File: src/rtl/calc_pkg.sv
// Shared definitions for the stack-calculator front end: command codes,
// bus widths and the command FSM state encoding.
package calc_pkg;

    localparam int unsigned BTN_W  = 4;
    localparam int unsigned SW_W   = 8;
    localparam int unsigned CODE_W = 4;
    localparam int unsigned ACT_W  = 2;

    // {mode[1:0], action[1:0]}
    localparam logic [CODE_W-1:0] CMD_PUSH = 4'b0001;
    localparam logic [CODE_W-1:0] CMD_POP  = 4'b0010;
    localparam logic [CODE_W-1:0] CMD_ADD  = 4'b0101;
    localparam logic [CODE_W-1:0] CMD_SUB  = 4'b0110;
    localparam logic [CODE_W-1:0] CMD_TOP  = 4'b1001;
    localparam logic [CODE_W-1:0] CMD_CLR  = 4'b1010;
    localparam logic [CODE_W-1:0] CMD_INC  = 4'b1101;
    localparam logic [CODE_W-1:0] CMD_DEC  = 4'b1110;

    typedef enum logic {
        ST_IDLE  = 1'b0,
        ST_VALID = 1'b1
    } cmd_state_t;

endpackage

File: src/rtl/btn_sync_debounce.sv
// Two-flop synchroniser followed by a stable-count debouncer for one button.
module btn_sync_debounce #(
    parameter int unsigned DB_CYCLES = 1000000,
    parameter int unsigned CNT_W     = 20
) (
    input  logic clk,
    input  logic rst,
    input  logic in,
    output logic level
);

    logic [1:0]       sync;
    logic [CNT_W-1:0] cnt;

    // The level only flips after DB_CYCLES consecutive disagreeing samples.
    always_ff @(posedge clk) begin
        if (rst) begin
            sync  <= '0;
            cnt   <= '0;
            level <= 1'b0;
        end else begin
            sync <= {sync[0], in};
            if (sync[1] != level) begin
                if (cnt == CNT_W'(DB_CYCLES - 1)) begin
                    level <= ~level;
                    cnt   <= '0;
                end else begin
                    cnt <= cnt + CNT_W'(1);
                end
            end else begin
                cnt <= '0;
            end
        end
    end

endmodule

File: src/rtl/btn_cmd_decoder.sv
// Debounces the push buttons and turns each action-button press into one
// {mode, action} command with a switch operand, delivered by valid/ready.
module btn_cmd_decoder
    import calc_pkg::*;
#(
    parameter int unsigned DB_CYCLES = 1000000,
    parameter int unsigned CNT_W     = 20
) (
    input  logic              clk,
    input  logic              rst,
    input  logic [BTN_W-1:0]  btns,
    input  logic [SW_W-1:0]   swtchs,
    input  logic              cmd_ready,
    output logic              cmd_valid,
    output logic [CODE_W-1:0] cmd_code,
    output logic [SW_W-1:0]   cmd_data,
    output logic              cmd_drop,
    output logic [BTN_W-1:0]  btn_level
);

    for (genvar i = 0; i < BTN_W; i++) begin : g_db
        btn_sync_debounce #(
            .DB_CYCLES (DB_CYCLES),
            .CNT_W     (CNT_W)
        ) u_db (
            .clk   (clk),
            .rst   (rst),
            .in    (btns[i]),
            .level (btn_level[i])
        );
    end

    logic [SW_W-1:0]   sw_s1;
    logic [SW_W-1:0]   sw_s2;
    logic [ACT_W-1:0]  act_q;
    logic [ACT_W-1:0]  rise;
    cmd_state_t        state;
    cmd_state_t        state_nx;
    logic              valid_nx;
    logic [CODE_W-1:0] code_nx;
    logic [SW_W-1:0]   data_nx;
    logic              drop_nx;

    assign rise = btn_level[ACT_W-1:0] & ~act_q;

    always_ff @(posedge clk) begin
        if (rst) begin
            sw_s1     <= '0;
            sw_s2     <= '0;
            act_q     <= '0;
            state     <= ST_IDLE;
            cmd_valid <= 1'b0;
            cmd_code  <= '0;
            cmd_data  <= '0;
            cmd_drop  <= 1'b0;
        end else begin
            sw_s1     <= swtchs;
            sw_s2     <= sw_s1;
            act_q     <= btn_level[ACT_W-1:0];
            state     <= state_nx;
            cmd_valid <= valid_nx;
            cmd_code  <= code_nx;
            cmd_data  <= data_nx;
            cmd_drop  <= drop_nx;
        end
    end

    // btn1 has priority on a simultaneous press; the lost btn0 press is flagged.
    always_comb begin
        state_nx = state;
        valid_nx = cmd_valid;
        code_nx  = cmd_code;
        data_nx  = cmd_data;
        drop_nx  = cmd_drop;
        case (state)
            ST_IDLE: begin
                if (|rise) begin
                    state_nx = ST_VALID;
                    valid_nx = 1'b1;
                    code_nx  = {btn_level[3:2], rise[1], rise[0] & ~rise[1]};
                    data_nx  = sw_s2;
                    drop_nx  = &rise;
                end
            end
            ST_VALID: begin
                if (|rise) begin
                    drop_nx = 1'b1;
                end
                if (cmd_ready) begin
                    state_nx = ST_IDLE;
                    valid_nx = 1'b0;
                end
            end
            default: state_nx = ST_IDLE;
        endcase
    end

endmodule
File: config.mk
export PLATFORM = sky130hd
export DESIGN_NAME = btn_cmd_decoder
export DESIGN_NICKNAME = d
export VERILOG_FILES = /design/src/rtl/calc_pkg.sv /design/src/rtl/btn_sync_debounce.sv /design/src/rtl/btn_cmd_decoder.sv
export SDC_FILE = /design/constraint.sdc
export NUM_CORES = 1
export LEC_CHECK = 0
export ABC_AREA = 1
export ABC_CLOCK_PERIOD_IN_PS = 4200
export BUFFER_PORTS_ARGS = -buffer_cell sky130_fd_sc_hd__buf_2
export CORE_MARGIN = 2
export CORE_UTILIZATION = 40
export DETAILED_ROUTE_END_ITERATION = 8
export PLACE_DENSITY = 0.67
export SYNTH_ARGS = -nofsm -noshare
export SYNTH_HDL_FRONTEND = slang
export SYNTH_SLANG_ARGS = --single-unit
File: constraint.sdc
create_clock -name clk -period 4.2 [get_ports clk]
set_clock_uncertainty 0.05 [all_clocks]
set_input_delay 0.21 -clock clk [delete_from_list [all_inputs] [get_ports clk]]
set_output_delay 0.21 -clock clk [all_outputs]
set_load 0.02 [all_outputs]
==> reports/metrics.cfg, run 1 <==
[run_status]
status=completed

[clocking]
clk-insertion-delay-late_ns=0.41
htreeDepth=4
cts_buffer_depth=2
numCtsBuffers=17
tritoncts=done
cts.sinks=125
cts_root_buffer=clkbuf_16
post_cts_resized=0
clkTransAtPathRegs_ns=0.06

[critical_path]
crit_fanout=20
crit_path_frequent_cell=nand3_1
cp-end-kind=flop
cp.required_ns=4.42
cpMaxStageDelayCell=nand2_1
crit_type=reg -> reg
startpoint_type=flop
slowest_delay_ns=0.50
worst_ep_arrival_time_ns=2.17
cp_cell_sequence=ha_1 -> nand3_1 -> nor2_1 -> nand3_1 -> nand2_1 -> a21oi_1

[finish]
layout_commonest_cell=nor2_1
final_cell_mix=nor2_1 (212), nand2_1 (167), dfxtp_1 (125)
design_area_sq_um=6570
fill_cells=1309
area_delta_synth_final_pct=18.7
drive_gt1_frac=0.106
nNetsFinal=853
multiInputGateArea_sq_um=2630
seqCellArea_sq_um=2500
diodes=0

[sta]
post-route-min-period_ns=1.96
tightest_slew_ns=0.664
finalSetupViolCount=0
rsz0062_at_grt=false
finalHoldViolCount=0
setup_tns_ns=0
fin_crit_sh=0.466
relSlewSlack=0.556
holdWs_ns=0.0526
slew_viol_final=0
max_clock_freq_mhz=511

[floorplanning]
core_area_sq_um=13400
io_pins=33
start_util=0.413
dieArea_sq_um=14800
rows=42
die_y_um=122
die-width_um=122

[global_route]
overflow=0
grt_pass1_vias=4436
antenna_found_initial=0
grt_max_degree=34
grt_pass1_wl_mm=19.7
grt_use_total=0.166

[detailed_routing]
vias_per_cell=4.65
drtAntennaViolNets=0
first_iter_violations=341
vias=4755
remaining_drc_errors=0
avgRoutedWirePerCell_um=11.0
totalWireLength_mm=11.3
firstDrtPassIters=5

[power]
power_density_nw_per_um2=429
ir_worst_vdd_uv=280
p_leak_nw=2.25

[logic_synthesis]
synthCells=786
synth_area_sq_um=5530
ys_seq_elements=125
yosysSeqAreaShare=0.452
synth_nets=805
yosysWarningCount=0
synth.distinct_cells=33
syn_avg_cell_area_sq_um=7.04

[placed_design]
io_buffers=32
dpl_cell_area_sq_um=5810
gp_congestion=0.861
place_hpwl_mm=7.73

[run]
cap_violations=0

[worst_hold_path]
hold_path.class=in -> reg

## kinds of logic after synthesis
kind of cell | count (synthesis) | share of synthesized area
and+or+nand+nor | 463 | 0.351
AOI/OAI and AO/OA | 66 | 0.0622
xor gates and xnor gates | 34 | 0.0538
buffers and inverters | 94 | 0.0721
DFF | 125 | 0.452
adders and majority gates | 4 | 0.00905
## repair_timing
action                                 in CTS  in global routing
endpoints found under the hold margin      12                  0
setup buffers                               0                  0
hold buffers                               12                  0
## worst max-delay path, delay by kind of cell (launching register included)
family,cells,cell delay (ns)
adders and majority gates,1,0.26
AOI/OAI and AO/OA,1,0.09
and+or+nand+nor,4,0.98
DFF,1,0.42
## report_power, final
part / leakage, nW / switching [W] / total, W / internal (W)
Clock: 0.309 / 0.000568 / 0.00157 / 0.00100
Sequential: 1.01 / 0.00000474 / 0.00120 / 0.00120
Combinational: 0.926 / 0.0000254 / 0.0000453 / 0.0000198
Total: 2.25 / 0.000598 / 0.00282 / 0.00222
## worst paths after layout
check | start | to | slack [ns] | depth (start not counted)
worst max-delay path | g_db[0].u_db.cnt[0] | g_db[0].u_db.cnt[17] | 2.24 | 6
worst min-delay path | cmd_ready | cmd_valid | 0.05 | 4
worst max register to register | g_db[0].u_db.cnt[0] | g_db[0].u_db.cnt[17] | 2.24 | 6
worst min register to register | sw_s1[4] | sw_s2[4] | 0.35 | 2
## registers in the layout, summed over array words and instances, names as in the netlist, 2 cells and up
register,flops
act_q,2
cmd_data,8
sw_s1,8
cmd_code,4
g_db.u_db.level,4
g_db.u_db.cnt,80
sw_s2,8
g_db.u_db.sync,8
## per-layer routing
layer	GRT usage	part of all wire	vias to the layer above
li1	-	-	2542
met1	0.208	0.48	2136
met2	0.268	0.47	60
met3	0.0473	0.032	17
met4	0.0654	0.016	0
met5	0	0	-
## layout make-up
type,instances,share of cell area
flip-flops and latches,125,0.381
well taps,176,0.0335
multi-input cells,567,0.401
clock inverters,15,0.0322
clock buffers,17,0.0648
inverters,79,0.0452
repair buffers,44,0.0427
## per-stage QoR
stage | power (W) | cells | worst slack [ns] | utilization
finish | 0.00282 | 1023 | 2.24 | 0.490
global route | 0.00291 | 1023 | 1.94 | 0.490
CTS | 0.00284 | 1023 | 2.21 | 0.490
detailed placement | 0.00127 | 979 | 2.21 | 0.434
global placement | 0.00126 | 979 | 2.27 | 0.434
floorplan | 0.00125 | 786 | 2.65 | -
## cell usage after synthesis, drive strengths merged
library cell | count | area share
o21bai | 2 | 0.0027
ha | 4 | 0.0090
xnor2 | 13 | 0.021
nor3b | 1 | 0.0014
clkbuf | 6 | 0.0043
o21ai | 21 | 0.019
buf | 9 | 0.014
a21oi | 41 | 0.038
nand2 | 171 | 0.12
clkinv | 1 | 0.00068
nor3 | 1 | 0.00090
nand3 | 45 | 0.045
o211ai | 1 | 0.0014
xor2 | 21 | 0.033
or2 | 15 | 0.017
nor2 | 215 | 0.15
nand3b | 6 | 0.0081
inv | 78 | 0.053
and2 | 2 | 0.0023
nand4 | 7 | 0.0079
a211oi | 1 | 0.0014
dfxtp | 125 | 0.45
Power figures use the tool's default switching activity.
==> run 2: changes to the inputs <==
--- a/config.mk
+++ b/config.mk
@@ -6,12 +6,12 @@
 export NUM_CORES = 1
 export LEC_CHECK = 0
 export ABC_AREA = 1
-export ABC_CLOCK_PERIOD_IN_PS = 4200
+export ABC_CLOCK_PERIOD_IN_PS = 1700
 export BUFFER_PORTS_ARGS = -buffer_cell sky130_fd_sc_hd__buf_2
 export CORE_MARGIN = 2
 export CORE_UTILIZATION = 40
 export DETAILED_ROUTE_END_ITERATION = 8
-export PLACE_DENSITY = 0.67
+export PLACE_DENSITY = 0.69
 export SYNTH_ARGS = -nofsm -noshare
 export SYNTH_HDL_FRONTEND = slang
 export SYNTH_SLANG_ARGS = --single-unit
==> constraint.sdc (replaced) <==
create_clock -name clk -period 1.7 [get_ports clk]
set_clock_uncertainty 0.05 [all_clocks]
set_input_delay 0.085 -clock clk [delete_from_list [all_inputs] [get_ports clk]]
set_output_delay 0.085 -clock clk [all_outputs]
set_load 0.02 [all_outputs]
==> reports/metrics.cfg, run 2 (synthesized netlist as in run 1, its figures left out) <==
[sta]
tightest_slew_ns=0.383
finalSetupViolCount=0
rsz0062_at_grt=false
finalHoldViolCount=0
setup_tns_ns=0
relSlewSlack=0.743
slew_viol_final=0
post-route-min-period_ns=1.58
fin_crit_sh=0.927
holdWs_ns=0.349
max_clock_freq_mhz=635
finalWorstSetupSlack_ns=0.125

[detailed_routing]
remaining_drc_errors=0
drtAntennaViolNets=0
vias_per_cell=4.66
avgRoutedWirePerCell_um=11.2
vias=4853
firstDrtPassIters=7
first_iter_violations=360
totalWireLength_mm=11.7

[finish]
drive_gt1_frac=0.121
layout.cells.non_filler=1041
largest_reg_flops=80
nNetsFinal=871
multiInputGateArea_sq_um=2660
seqCellArea_sq_um=2500
postLayoutCoreUtil=0.499
fill_cells=1307
final_cell_mix=nor2_1 (211), nand2_1 (167), dfxtp_1 (125)
area_delta_synth_final_pct=20.7
layout_commonest_cell=nor2_1
diodes=0
regMostFlops=g_db.u_db.cnt

[clocking]
tritoncts=done
numCtsBuffers=17
cts_root_buffer=clkbuf_16
htreeDepth=4
cts.sinks=125
clk-insertion-delay-late_ns=0.40
clkTransAtPathRegs_ns=0.06
cts_buffer_depth=2

[floorplanning]
start_util=0.413
core_area_sq_um=13400
die-width_um=122
rows=42
io_pins=33
die_y_um=122
dieArea_sq_um=14800

[critical_path]
slowest_delay_ns=0.37
startpoint_type=flop
cpMaxStageDelayCell=dfxtp_1
cp.required_ns=1.94
cp-end-kind=flop
cp_cell_sequence=ha_1 -> nand3_2 -> nor2_1 -> nand3_2 -> nand2_2 -> a21oi_1
crit_path_frequent_cell=nand3_2
crit_fanout=9
worst_ep_arrival_time_ns=1.81
crit_type=reg -> reg

[global_route]
overflow=0
antenna_found_initial=0
grt_pass1_wl_mm=19.9
grt_max_degree=28
grt_use_total=0.168
grt_pass1_vias=4496

[placed_design]
place_hpwl_mm=7.90
io_buffers=32
place_inst=992
gp_congestion=0.833
dp_worst_setup_slack_ns=0.0844

[power]
p_leak_nw=2.31
power_density_nw_per_um2=985
ir_worst_vdd_uv=722

[worst_hold_path]
hold_path.class=reg -> reg

[run_status]
status=completed

[run]
cap_violations=0

-- run 2: changes by cell type in the layout (fill, tap and decap cells not counted), moves of 2 or more --
cell / previous run / this run
clkinvlp_4: 1 / 3
buf_4: 0 / 12
dlygate4sd3_1: 12 / 16
inv_6: 4 / 1
bufinv_16: 4 / 2
clkinv_2: 1 / 4
-- run 2: per-layer routing --
layer / share of wire / GRT usage / up-vias / routed length, um
met5: 0 / 0 / - / 0
met4: 0.012 / 0.0524 / 0 / 135
met3: 0.037 / 0.0538 / 17 / 432
met2: 0.47 / 0.271 / 82 / 5500
met1: 0.48 / 0.216 / 2177 / 5610
li1: - / - / 2577 / -
-- run 2: area by class of cell --
type | instances | share of cell area
Timing Repair Buffer | 61 | 0.0631
Clock inverter | 14 | 0.0219
Multi-Input combinational cell | 568 | 0.399
Sequential cell | 125 | 0.375
Inverter | 79 | 0.0444
Tap cell | 176 | 0.0330
Clock buffer | 18 | 0.0642
-- run 2: through the flow --
step           power [W]  cell area [sq um]
4_1_cts          0.00664               6640
6_report         0.00658               6680
3_5_place_dp     0.00313               5910
3_3_place_gp     0.00313               5910
2_1_floorplan    0.00310               5530
5_1_grt          0.00682               6680
-- run 2: worst paths after layout --
path	startpoint	end	slack [ns]	depth (start not counted)
max	g_db[2].u_db.cnt[1]	g_db[2].u_db.cnt[19]	0.12	6
min	sw_s1[2]	sw_s2[2]	0.35	2
max reg2reg	g_db[2].u_db.cnt[1]	g_db[2].u_db.cnt[19]	0.12	6
min reg2reg	sw_s1[2]	sw_s2[2]	0.35	2
-- run 2: critical path: cells and delay by family, from the launching register on --
family                     cells  cell delay, ns
and+or+nand+nor                4            0.77
AOI/OAI and AO/OA              1            0.06
DFF                            1            0.37
adders and majority gates      1            0.21
-- run 2: repair_timing --
| item | in CTS | in global routing |
|---|---|---|
| hold buffers | 16 | 0 |
| setup endpoints to repair | 0 | 63 |
| setup buffers | 0 | 0 |
| resized for setup | 0 | 6 |
| endpoints found under the hold margin | 15 | 0 |
-- run 2: where the power goes --
group / internal (W) / total, W / switching, W
Clock: 0.00216 / 0.00348 / 0.00132
Sequential: 0.00296 / 0.00297 / 0.0000102
Combinational: 0.0000626 / 0.000133 / 0.0000708
Total: 0.00518 / 0.00658 / 0.00140
